===== src/rtl/regfile.sv =====
// RV32I integer register file: 32 x 32-bit, two asynchronous read ports,
// one synchronous write port, x0 hardwired to zero, async active-low clear.
module regfile #(
  parameter int DATA_WIDTH = 32,
  parameter int ADDR_WIDTH = 5
) (
  input  logic                         clk,
  input  logic                         rstn,
  input  logic        [ADDR_WIDTH-1:0] read_reg1,
  input  logic        [ADDR_WIDTH-1:0] read_reg2,
  input  logic        [ADDR_WIDTH-1:0] write_reg,
  input  logic signed [DATA_WIDTH-1:0] write_data,
  input  logic                         write_en,
  output logic signed [DATA_WIDTH-1:0] read_data1,
  output logic signed [DATA_WIDTH-1:0] read_data2
);

  localparam int DEPTH = 2 ** ADDR_WIDTH;

  logic [DATA_WIDTH-1:0] r_regs [DEPTH];
  logic                  w_wr_commit;

  // Writes to x0 are dropped here so r_regs[0] stays at its reset value.
  assign w_wr_commit = write_en && (write_reg != {ADDR_WIDTH{1'b0}});

  // Register storage: asynchronous clear, write on rising edge.
  always_ff @(posedge clk or negedge rstn) begin
    if (!rstn) begin
      for (int i = 0; i < DEPTH; i++) begin
        r_regs[i] <= {DATA_WIDTH{1'b0}};
      end
    end else if (w_wr_commit) begin
      r_regs[write_reg] <= write_data;
    end
  end

  // Read port 1: no write bypass; x0 forced to zero.
  always_comb begin
    read_data1 = {DATA_WIDTH{1'b0}};
    if (read_reg1 != {ADDR_WIDTH{1'b0}}) begin
      read_data1 = r_regs[read_reg1];
    end else begin
      read_data1 = {DATA_WIDTH{1'b0}};
    end
  end

  // Read port 2: no write bypass; x0 forced to zero.
  always_comb begin
    read_data2 = {DATA_WIDTH{1'b0}};
    if (read_reg2 != {ADDR_WIDTH{1'b0}}) begin
      read_data2 = r_regs[read_reg2];
    end else begin
      read_data2 = {DATA_WIDTH{1'b0}};
    end
  end

endmodule


===== config.mk =====
export PLATFORM = sky130hd
export DESIGN_NAME = regfile
export DESIGN_NICKNAME = d
export VERILOG_FILES = /design/src/rtl/regfile.sv
export SDC_FILE = /design/constraint.sdc
export NUM_CORES = 2
export LEC_CHECK = 0
export BUFFER_PORTS_ARGS = -buffer_cell sky130_fd_sc_hd__buf_2
export CORE_MARGIN = 3
export CORE_UTILIZATION = 55
export DETAILED_ROUTE_END_ITERATION = 12
export PLACE_DENSITY = 0.78
export SLEW_MARGIN = 20
export SYNTH_ARGS = -nofsm -noshare
export SYNTH_HDL_FRONTEND = slang
export SYNTH_SLANG_ARGS = --single-unit

===== constraint.sdc =====
create_clock -name clk -period 5.5 [get_ports clk]
set_input_delay 0.55 -clock clk [delete_from_list [all_inputs] [get_ports clk]]
set_output_delay 0.55 -clock clk [all_outputs]
set_load 0.01 [all_outputs]

==> out/qor.yml <==
run_status:
  status: "finished clean"
yosys:
  syn_area_um2: 54400
  synth-edff-count: 0
  syn_avg_cell_area_um2: 15.0
  seq_area_frac_synth_pct: 47.1
  netlist_instances: 3621
  ys.warnings.count: 0
  async_flop_share_pct: 100
  ys_ff_latch: 1024
  synthDistinctLibCells: 34
  synth_ff_type: "dfrtp_1"
  syn_nets: 3671
min_path:
  hold_path_startpoint: "r_regs[997]$_DFFE_PN0P_"
  hold_depth: 0
  hold_path_end: "r_regs[997]$_DFFE_PN0P_"
  hold_path.class: "flop to flop"
finish:
  final_cell_mix: "mux2_2, dfrtp_1, mux4_2, mux2i_1"
  fin_util_pct: 61.1
  area_delta_synth_final_pct: 9.41
  n_fill_cell: 7084
  top_regs: "r_regs (1024)"
  layout_commonest_cell: "mux2_2"
  final_nets: 3558
  stdcell_count: 4878
  design_area_um2: 59500
  drive_above_1_share_pct: 53.5
  regMostFlops: "r_regs"
  largest_register_ffs: 1024
worst_setup_path:
  crit_chain: "buf_2 > or2_2 > or4_2 > o21ai_0 > a311oi_1 > buf_2"
  r2r_start: "r_regs[574]$_DFFE_PN0P_"
  path_max_fanout: 32
  ff2ff_path_depth: 1
  slowest_delay_ns: 0.92
  required_ns: 4.95
  crit_start: "read_reg1[3]"
  cpMostUsedCell: "buf_2"
  crit_type: "input port to primary output"
  timing.rr.end: "r_regs[574]$_DFFE_PN0P_"
  cp-end-kind: "primary output"
  critPathLaunchType: "input port"
  regToRegSetupSlack_ns: 4.67
  crit_path_top_delay_cell: "or4_2"
  critPathArrivalTime_ns: 3.77
cts:
  cts-htree-levels: 3
  clkTransAtPathRegs_ns: 0.06
  clockBufferDepth: 3
  cts-root-buf: "clkbuf_16"
  cts_tree: "yes"
  cts-buffers-inserted: 106
  cts_sinks: 1024
  cts_setup_buffers: 0
  insertion_delay_ns: 0.67
placed_design:
  place.port_buffers: 113
  dpl.cell_count: 4674
  dp_hpwl_um: 96100
  place_area_um2: 55800
  place_congestion: 0.852
global_route:
  grt_pass1_wl_um: 243000
  antenna_found_initial: 19
  grt_usage_pct: 32.0
  grt-ovfl-total: 0
  grt_pass1_vias: 36300
  grt_max_degree: 147
floorplanning:
  start_util_pct: 55.9
  die_x_um: 320
  fp.dieH_um: 320
  core_um2: 97300
  rows: 114
  io_pins: 114
  die-area_um2: 103000
route:
  routed_wl_um: 163000
  vias_per_cell: 7.21
  drtIter0Drc: 3739
  drtAntennaViolNets: 0
  wl_per_cell_um: 33.4
  vias: 35200
  route.detailed.drc: 0
  drtPass1Iterations: 6
timing:
  rsz0062_at_grt: "false"
  tns_ns: 0
  final-hold-violation-count: 0
  fin_skew_ns: 0
  fin_crit_ns: 4.32
  relSlewSlack_pct: 17.3
  setup_viol: 0
  finalCritPeriodShare_pct: 78.6
  slew_violations: 0
  tightest_slew_ns: 1.24
  fmax_ghz: 0.231
power_and_ir_drop:
  ir_drop_mv: 0.266
  powerDensity_nw_per_um2: 368
  p_leak_nw: 25.5
  fin_total_pwr_w: 0.0219
run:
  drv_cap: 0
kinds of logic after synthesis:
family | after synthesis | share of synthesized area, %
mux | 1632 | 42.8
compound gates | 366 | 4.84
flops | 1024 | 47.1
buf+inv | 434 | 3.61
simple gates | 165 | 1.61
cell type report:
cell class                 instances  area [um^2]  area share [%]
multi-input combinational       2163        27000            45.4
sequential                      1024        25600            43.1
clock buffer                     149         3020            5.08
timing repair buffer             211         1600            2.69
tap                             1276         1600            2.68
clock inverter                    42          603            1.01
antenna                           11         27.5          0.0463
inverter                           2         12.5          0.0210
critical path: cells and delay by family:
kind / cells / cell delay (ns)
and+or+nand+nor: 2 / 1.16
AOI/OAI and AO/OA: 2 / 1.10
buffers and inverters: 2 / 0.93
stage by stage:
step,setup slack (ns),hold slack [ns]
4_1_cts,1.30,0.396
5_1_grt,1.29,0.407
3_5_place_dp,1.34,0.383
2_1_floorplan,2.96,0.254
3_3_place_gp,1.37,0.376
6_report,1.18,0.393
synth_stat cells, types with 3 or more instances:
cell type | n | area share [%]
nor3_1 | 3 | 0.028
mux4_2 | 448 | 19
or3_1 | 3 | 0.035
nand2_1 | 49 | 0.34
dfrtp_1 | 1024 | 47
nand4b_1 | 3 | 0.048
nor2_1 | 19 | 0.13
buf_2 | 172 | 1.6
mux2_1 | 10 | 0.21
a22oi_1 | 64 | 0.88
buf_4 | 31 | 0.43
o21ai_0 | 101 | 0.93
o2111ai_1 | 18 | 0.29
o21ai_1 | 9 | 0.083
mux2i_1 | 128 | 2.4
buf_1 | 7 | 0.048
clkbuf_1 | 221 | 1.5
nor2b_1 | 71 | 0.82
mux2_2 | 1046 | 22
a221oi_1 | 46 | 0.74
a311oi_1 | 64 | 1.0
nand2b_1 | 5 | 0.058
a211oi_1 | 64 | 0.88
per-layer routing:
| layer | global-route usage [%] | part of all wire [%] |
|---|---|---|
| met1 | 42.7 | 39 |
| met2 | 49.0 | 46 |
| met3 | 9.14 | 10 |
| met4 | 15.3 | 5.3 |
| met5 | 0 | 0.057 |
how the worst max path moves through the flow:
stage | end | slack, ns | cells past startpoint
after floorplan | read_data2[31] | 2.96 | 6
after global placement | read_data1[21] | 1.37 | 5
after detailed placement | read_data1[21] | 1.34 | 6
after CTS | read_data1[21] | 1.30 | 5
after global routing | read_data1[5] | 1.29 | 5
final | read_data1[21] | 1.18 | 6
power breakdown:
group | internal [W] | total, W | switching [W]
registers | 0.00897 | 0.0100 | 0.00106
clock network | 0.00448 | 0.00754 | 0.00306
logic | 0.00259 | 0.00433 | 0.00174
total | 0.0160 | 0.0219 | 0.00586
what timing repair did:
action                                 4_1_cts  5_1_grt
endpoints found under the hold margin       86        0
hold buffers                                 1        0
setup endpoints to repair                    0        0
gates resized for setup                      0        0
Note: power is estimated with default switching activity, not from simulation.
